$ cat src/rtl/image_reader_master_if.sv
// Bus bundle for image_reader_master: Avalon-MM read port toward the image RAM
// plus the valid/ready pixel stream toward the datapath.
interface image_reader_master_if #(
    parameter int ADDR_W = 17,
    parameter int DATA_W = 8
) ();
    logic [ADDR_W-1:0] mem_address;
    logic              mem_chipselect;
    logic              mem_clken;
    logic              mem_write;
    logic [DATA_W-1:0] mem_writedata;
    logic [DATA_W-1:0] mem_readdata;
    logic [DATA_W-1:0] out_data;
    logic              out_valid;
    logic              out_ready;
    logic              out_last;

    modport master (
        output mem_address, mem_chipselect, mem_clken, mem_write, mem_writedata,
        input  mem_readdata,
        output out_data, out_valid, out_last,
        input  out_ready
    );

    modport slave (
        input  mem_address, mem_chipselect, mem_clken, mem_write, mem_writedata,
        output mem_readdata,
        input  out_data, out_valid, out_last,
        output out_ready
    );
endinterface

$ cat src/rtl/image_reader_master.sv
// Avalon-MM read master streaming a run of pixels from image RAM; a credit-gated
// FIFO soaks up read latency so downstream backpressure never drops a pixel.
module image_reader_master #(
    parameter int ADDR_W       = 17,
    parameter int DATA_W       = 8,
    parameter int NUM_PIXELS   = 81920,
    parameter int READ_LATENCY = 1,
    parameter int FIFO_DEPTH   = 4
) (
    input  logic              clk,
    input  logic              reset_n,
    input  logic              start,
    input  logic              abort,
    input  logic [ADDR_W-1:0] base_addr,
    input  logic [ADDR_W-1:0] pixel_count,
    output logic              busy,
    output logic              done,
    image_reader_master_if.master bus
);
    localparam int CNT_W = ADDR_W + 1;
    localparam int PTR_W = $clog2(FIFO_DEPTH);
    localparam int OCC_W = $clog2(FIFO_DEPTH + READ_LATENCY + 2);

    typedef enum logic [1:0] {IDLE, RUN, DRAIN} state_t;

    state_t                  state_reg;
    logic [ADDR_W-1:0]       addr_reg;
    logic [CNT_W-1:0]        count_reg;
    logic [CNT_W-1:0]        issued_reg;
    logic [CNT_W-1:0]        beats_reg;
    logic                    cs_reg;
    logic                    clken_reg;
    logic                    busy_reg;
    logic                    done_reg;
    logic [READ_LATENCY-1:0] flight_reg;
    logic [DATA_W-1:0]       fifo_mem [FIFO_DEPTH];
    logic [PTR_W-1:0]        wr_ptr_reg;
    logic [PTR_W-1:0]        rd_ptr_reg;
    logic [OCC_W-1:0]        occ_reg;

    logic              push;
    logic              pop;
    logic              fifo_valid;
    logic              last_beat;
    logic              can_issue;
    logic [OCC_W-1:0]  in_flight;
    logic [ADDR_W-1:0] addr_inc;

    // Reads outstanding: the one on the bus now plus those still in the latency pipe.
    always_comb begin
        in_flight = OCC_W'(cs_reg);
        for (int i = 0; i < READ_LATENCY; i++) begin
            in_flight = in_flight + OCC_W'(flight_reg[i]);
        end
    end

    assign push       = flight_reg[READ_LATENCY-1];
    assign fifo_valid = (occ_reg != '0);
    assign pop        = fifo_valid & bus.out_ready;
    assign last_beat  = (beats_reg == count_reg - CNT_W'(1));
    assign can_issue  = (issued_reg < count_reg) &&
                        ((occ_reg + in_flight) < OCC_W'(FIFO_DEPTH));
    assign addr_inc   = (addr_reg == ADDR_W'(NUM_PIXELS - 1)) ? '0 : addr_reg + 1'b1;

    assign busy               = busy_reg;
    assign done               = done_reg;
    assign bus.mem_address    = addr_reg;
    assign bus.mem_chipselect = cs_reg;
    assign bus.mem_clken      = clken_reg;
    assign bus.mem_write      = 1'b0;
    assign bus.mem_writedata  = '0;
    assign bus.out_valid      = fifo_valid;
    assign bus.out_data       = fifo_valid ? fifo_mem[rd_ptr_reg] : '0;
    assign bus.out_last       = fifo_valid & last_beat;

    always_ff @(posedge clk or negedge reset_n) begin
        if (!reset_n) begin
            state_reg  <= IDLE;
            addr_reg   <= '0;
            count_reg  <= '0;
            issued_reg <= '0;
            beats_reg  <= '0;
            cs_reg     <= 1'b0;
            clken_reg  <= 1'b0;
            busy_reg   <= 1'b0;
            done_reg   <= 1'b0;
        end else begin
            clken_reg <= 1'b1;
            done_reg  <= 1'b0;
            cs_reg    <= 1'b0;
            if (abort) begin
                state_reg <= IDLE;
                busy_reg  <= 1'b0;
            end else begin
                if (pop) beats_reg <= beats_reg + 1'b1;
                case (state_reg)
                    IDLE: begin
                        if (start) begin
                            if (pixel_count == '0) begin
                                done_reg <= 1'b1;
                            end else begin
                                state_reg  <= RUN;
                                busy_reg   <= 1'b1;
                                addr_reg   <= base_addr;
                                count_reg  <= {1'b0, pixel_count};
                                issued_reg <= CNT_W'(1);
                                beats_reg  <= '0;
                                cs_reg     <= 1'b1;
                            end
                        end
                    end
                    RUN: begin
                        if (issued_reg == count_reg) begin
                            state_reg <= DRAIN;
                        end else if (can_issue) begin
                            cs_reg     <= 1'b1;
                            addr_reg   <= addr_inc;
                            issued_reg <= issued_reg + 1'b1;
                        end
                    end
                    DRAIN: begin
                        if (pop && last_beat) begin
                            done_reg  <= 1'b1;
                            busy_reg  <= 1'b0;
                            state_reg <= IDLE;
                        end
                    end
                    default: state_reg <= IDLE;
                endcase
            end
        end
    end

    // Issue flag delayed by the read latency marks when mem_readdata is valid.
    always_ff @(posedge clk or negedge reset_n) begin
        if (!reset_n) begin
            flight_reg <= '0;
        end else if (abort) begin
            flight_reg <= '0;
        end else begin
            flight_reg[0] <= cs_reg;
            for (int i = 1; i < READ_LATENCY; i++) begin
                flight_reg[i] <= flight_reg[i-1];
            end
        end
    end

    always_ff @(posedge clk or negedge reset_n) begin
        if (!reset_n) begin
            wr_ptr_reg <= '0;
            rd_ptr_reg <= '0;
            occ_reg    <= '0;
        end else if (abort) begin
            wr_ptr_reg <= '0;
            rd_ptr_reg <= '0;
            occ_reg    <= '0;
        end else begin
            if (push) begin
                wr_ptr_reg <= (wr_ptr_reg == PTR_W'(FIFO_DEPTH - 1)) ? '0 : wr_ptr_reg + 1'b1;
            end
            if (pop) begin
                rd_ptr_reg <= (rd_ptr_reg == PTR_W'(FIFO_DEPTH - 1)) ? '0 : rd_ptr_reg + 1'b1;
            end
            occ_reg <= occ_reg + OCC_W'(push) - OCC_W'(pop);
        end
    end

    always_ff @(posedge clk) begin
        if (push) fifo_mem[wr_ptr_reg] <= bus.mem_readdata;
    end
endmodule

$ cat src/flat_wrapper.sv
// flat-port wrapper written by rule: the top's interface ports become plain ports
module image_reader_master_flat 
#(
    parameter int ADDR_W       = 17,
    parameter int DATA_W       = 8,
    parameter int NUM_PIXELS   = 81920,
    parameter int READ_LATENCY = 1,
    parameter int FIFO_DEPTH   = 4
)
  (clk, reset_n, start, abort, base_addr, pixel_count, busy, done, bus_mem_address, bus_mem_chipselect, bus_mem_clken, bus_mem_write, bus_mem_writedata, bus_mem_readdata, bus_out_data, bus_out_valid, bus_out_last, bus_out_ready);
  image_reader_master_if #(.ADDR_W(ADDR_W), .DATA_W(DATA_W)) bus_i ();
  input  logic clk;
  input  logic reset_n;
  input  logic start;
  input  logic abort;
  input  logic [ADDR_W-1:0] base_addr;
  input  logic [ADDR_W-1:0] pixel_count;
  output logic busy;
  output logic done;
  output wire logic [$bits(bus_i.mem_address)-1:0] bus_mem_address;
  output wire logic [$bits(bus_i.mem_chipselect)-1:0] bus_mem_chipselect;
  output wire logic [$bits(bus_i.mem_clken)-1:0] bus_mem_clken;
  output wire logic [$bits(bus_i.mem_write)-1:0] bus_mem_write;
  output wire logic [$bits(bus_i.mem_writedata)-1:0] bus_mem_writedata;
  input wire logic [$bits(bus_i.mem_readdata)-1:0] bus_mem_readdata;
  output wire logic [$bits(bus_i.out_data)-1:0] bus_out_data;
  output wire logic [$bits(bus_i.out_valid)-1:0] bus_out_valid;
  output wire logic [$bits(bus_i.out_last)-1:0] bus_out_last;
  input wire logic [$bits(bus_i.out_ready)-1:0] bus_out_ready;
  assign bus_mem_address = bus_i.mem_address;
  assign bus_mem_chipselect = bus_i.mem_chipselect;
  assign bus_mem_clken = bus_i.mem_clken;
  assign bus_mem_write = bus_i.mem_write;
  assign bus_mem_writedata = bus_i.mem_writedata;
  assign bus_i.mem_readdata = bus_mem_readdata;
  assign bus_out_data = bus_i.out_data;
  assign bus_out_valid = bus_i.out_valid;
  assign bus_out_last = bus_i.out_last;
  assign bus_i.out_ready = bus_out_ready;
  image_reader_master #(.ADDR_W(ADDR_W), .DATA_W(DATA_W), .NUM_PIXELS(NUM_PIXELS), .READ_LATENCY(READ_LATENCY), .FIFO_DEPTH(FIFO_DEPTH)) u_core (.clk(clk), .reset_n(reset_n), .start(start), .abort(abort), .base_addr(base_addr), .pixel_count(pixel_count), .busy(busy), .done(done), .bus(bus_i));
endmodule
$ cat config.mk
export PLATFORM = sky130hd
export DESIGN_NAME = image_reader_master_flat
export DESIGN_NICKNAME = d
export VERILOG_FILES = /design/src/rtl/image_reader_master_if.sv /design/src/rtl/image_reader_master.sv /design/src/flat_wrapper.sv
export SDC_FILE = /design/constraint.sdc
export NUM_CORES = 1
export LEC_CHECK = 0
export ABC_AREA = 1
export CORE_MARGIN = 2
export CORE_UTILIZATION = 51
export DETAILED_ROUTE_END_ITERATION = 8
export PLACE_DENSITY = 0.78
export SLEW_MARGIN = 20
export SYNTH_ARGS = -nofsm -noshare
export SYNTH_HDL_FRONTEND = slang
export SYNTH_SLANG_ARGS = --single-unit
$ cat constraint.sdc
create_clock -name clk -period 2.34 [get_ports clk]
set_clock_uncertainty 0.2 [all_clocks]
set_input_delay 0.234 -clock clk [delete_from_list [all_inputs] [get_ports clk]]
set_output_delay 0.234 -clock clk [all_outputs]
set_load 0.05 [all_outputs]
==> insert_results.sql <==
INSERT INTO impl_metrics (metric_group, metric, value, unit) VALUES
('routing', 'antenna_violating_nets_post_route', '0', ''),
('grt', 'grt_first_pass_wirelength', '31.21', 'mm'),
('job', 'cap_violations', '0', ''),
('worst_setup_path', 'crit_arrival', '2330', 'ps'),
('worst_setup_path', 'worst-path-buf-inv', '2', ''),
('clocking', 'worst_setup_hold_path_clk_slew', '60', 'ps'),
('placement', 'place_congestion', '0.9598', ''),
('timing', 'rsz0062_at_grt', 'yes', ''),
('routing', 'via_per_inst', '5.502', ''),
('timing', 'max_freq', '361.6', 'MHz'),
('logic_synthesis', 'syn_area', '7267', 'µm²'),
('timing', 'final_critical_path_setup_slack', '-425.3', 'ps'),
('grt', 'grt_most_used_layer', 'met2', ''),
('floorplan', 'chipWidth', '123.4', 'µm'),
('placement', 'buffer_ports.inserted', '77', ''),
('layout', 'num-nets-final', '1200', ''),
('clocking', 'clock_path_buffers', '2', ''),
('clocking', 'clkSinkCount', '116', ''),
('run_status', 'violations', 'negative setup slack', ''),
('logic_synthesis', 'postSynthAreaPerCell', '7.698', 'µm²'),
('routing', 'num_vias', '7235', ''),
('logic_synthesis', 'ys.warnings.count', '0', ''),
('timing', 'total_of_endpoints_with_negative_setup_slack_in_the_final_report', '40', ''),
('worst_setup_path', 'critical_path.most_common_cell', 'nor2_4', ''),
('clocking', 'cts-root-buf', 'clkbuf_16', ''),
('routing', 'wl_per_cell', '16.38', 'µm'),
('timing', 'worstMarginPinSlew', '538.3', 'ps'),
('layout', 'final_core_utilization', '74.54', '%'),
('pwr', 'ratio_of_total_power_to_cell_area', '1091', 'nW/µm²'),
('timing', 'timing.final.max_slew_violations', '0', ''),
('timing', 'finalHoldViolCount', '0', ''),
('clocking', 'h-tree-depth', '4', ''),
('timing', 'min_period', '2765', 'ps'),
('layout', 'layout-drive-gt1-share', '27.14', '%'),
('logic_synthesis', 'netlist.top_cell.by_area', 'dfrtp_1', ''),
('grt', 'track_usage', '26.61', '%'),
('worst_setup_path', 'critical_path.slowest_cell', 'dfrtp_1', ''),
('timing', 'finalCritPeriodShare', '118.2', '%'),
('pwr', 'reported_leakage_power', '4.657', 'nW'),
('worst_setup_path', 'timing.critical_path.cells', 'buf_4 > nor2_4 > nand2_2 > nor2_4 > nand2_1 > nand2_1 > nand4_1 > nor2_1 > nand2_1 > nor2_4 > nand2_2 > nor2_4 > buf_12', ''),
('floorplan', 'design.core.area', '13880', 'µm²'),
('run_status', 'run_status', 'complete, but fails checks', ''),
('layout', 'largest_register_ffs', '32', ''),
('floorplan', 'start_util', '52.35', '%'),
('routing', 'drt_iter0_markers', '639', ''),
('worst_setup_path', 'path_class', 'flip-flop to output port', ''),
('grt', 'grt_antenna_before_repair', '0', ''),
('layout', 'leading_cell_type_in_the_layout_fill_and_taps_excluded', 'nand2_1', ''),
('floorplan', 'die_area', '15220', 'µm²'),
('worst_setup_path', 'critical_path.max_fanout', '7', ''),
('clocking', 'cts_tree', 'done', ''),
('layout', 'final_non_filler_cells', '1315', ''),
('timing', 'slew_hr', '64.00', '%'),
('grt', 'vias_in_the_first_global_route', '6597', ''),
('layout', 'commonest_cells_after_routing_fill_and_taps_aside', '207 x nand2_1, 100 x nor2_1, 89 x buf_4', ''),
('floorplan', 'die_height', '123.4', 'µm'),
('clocking', 'clk-insertion-delay-late', '440', 'ps'),
('placement', 'placed_cells', '1254', ''),
('logic_synthesis', 'synth_ff_type', 'dfrtp_1', ''),
('placement', 'placement.cell_area', '8866', 'µm²'),
('routing', 'drcViolationCount', '0', ''),
('routing', 'detail_route.first_pass.iterations', '6', ''),
('grt', 'global_route.usage.met3', '5.351', '%'),
('worst_hold_path', 'holdCritPathClass', 'input port to async pin', ''),
('logic_synthesis', 'ys_types', '47', ''),
('worst_setup_path', 'start_kind', 'flip-flop', ''),
('layout', 'diodes', '0', ''),
('grt', 'met1_usage', '32.70', '%'),
('layout', 'total_area_of_multi_input_combinational_cells', '4223', 'µm²'),
('grt', 'gr-total-overflow', '0', ''),
('layout', 'fillerInstances', '902', '');
layout make-up:
type,count,area share [%]
Sequential cell,116,29.65
Timing Repair Buffer,181,17.38
Timing Repair inverter,1,0.07256
Multi-Input combinational cell,691,40.81
Inverter,114,4.269
Clock buffer,18,4.148
Clock inverter,14,1.487
Tap cell,180,2.177
final timing paths:
kind	startpoint	endpoint	slack, ps	cells after the start
setup / recovery	u_core.count_reg[5]	bus_out_last	-430	13
hold / removal	reset_n	u_core.count_reg[0]	50	2
setup reg to reg	u_core.issued_reg[15]	u_core.issued_reg[15]	-300	11
hold reg to reg	u_core.bus.mem_chipselect	u_core.flight_reg	330	2
max in group asynchronous	reset_n	u_core.bus.mem_address[16]	1230	3
min in group clk	pixel_count[1]	u_core.count_reg[1]	210	3
logic make-up (layout without fill, tap and decap cells):
group	count (synthesis)	after routing	synth area share, %
fa+ha+maj	31	31	5.441
simple gates	491	491	30.13
buf+inv	145	328	8.574
flops	116	116	42.15
xor+xnor	29	29	3.685
mux	1	1	0.1377
other cells	2	10	0.1033
compound gates	129	129	9.780
power breakdown:
group          internal (W)  total [W]  switching, W
Clock               0.00157    0.00259       0.00102
Combinational       0.00232    0.00581       0.00349
Sequential          0.00246    0.00289      0.000430
through the flow:
step / total power [W] / setup WS [ps] / setup TNS, ps
3_3_place_gp: 0.007604 / -71.39 / -844.4
4_1_cts: 0.01071 / -402.2 / -1557
6_report: 0.01129 / -425.3 / -7034
2_1_floorplan: 0.005892 / -46.59 / -82.07
5_1_grt: 0.01180 / -522.3 / -9654
3_5_place_dp: 0.007699 / -111.4 / -1811
routing by layer:
layer	share of wire (%)	wire, µm
met1	39	8465
met2	50	10830
met3	6.8	1455
met4	3.7	795
met5	0	0
Yosys cell counts, drive strengths merged (2+ instances only):
master  number
ha          30
clkbuf      13
nand4       10
nor2       134
nand3b       4
xor2        20
nand2      244
conb         2
a211oi       3
edfxtp      32
nor4        12
xnor2        8
nand3       62
inv        113
buf         18
nor3        20
o21ai       87
or2          4
o31ai        2
dfrtp       84
a21oi       30
worst reg2reg max path: stages (launching register included):
cell	delay [ps]
dfrtp_1	440
ha_4	290
a21oi_1	220
o21ai_0	130
a21oi_1	250
nand3_2	140
nor3_2	140
nand2_2	120
nand2_8	180
clkinvlp_4	220
nand2_1	130
nand2_1	60
repair_timing:
item,4_1_cts,5_1_grt
setup endpoints to repair,40,42
pin swaps,27,37
hold endpoints to repair,84,0
hold buffers,1,0
cloned,3,3
buffers inserted,14,12
resized for setup,61,86
No activity file was read; power rests on OpenSTA's default activity.
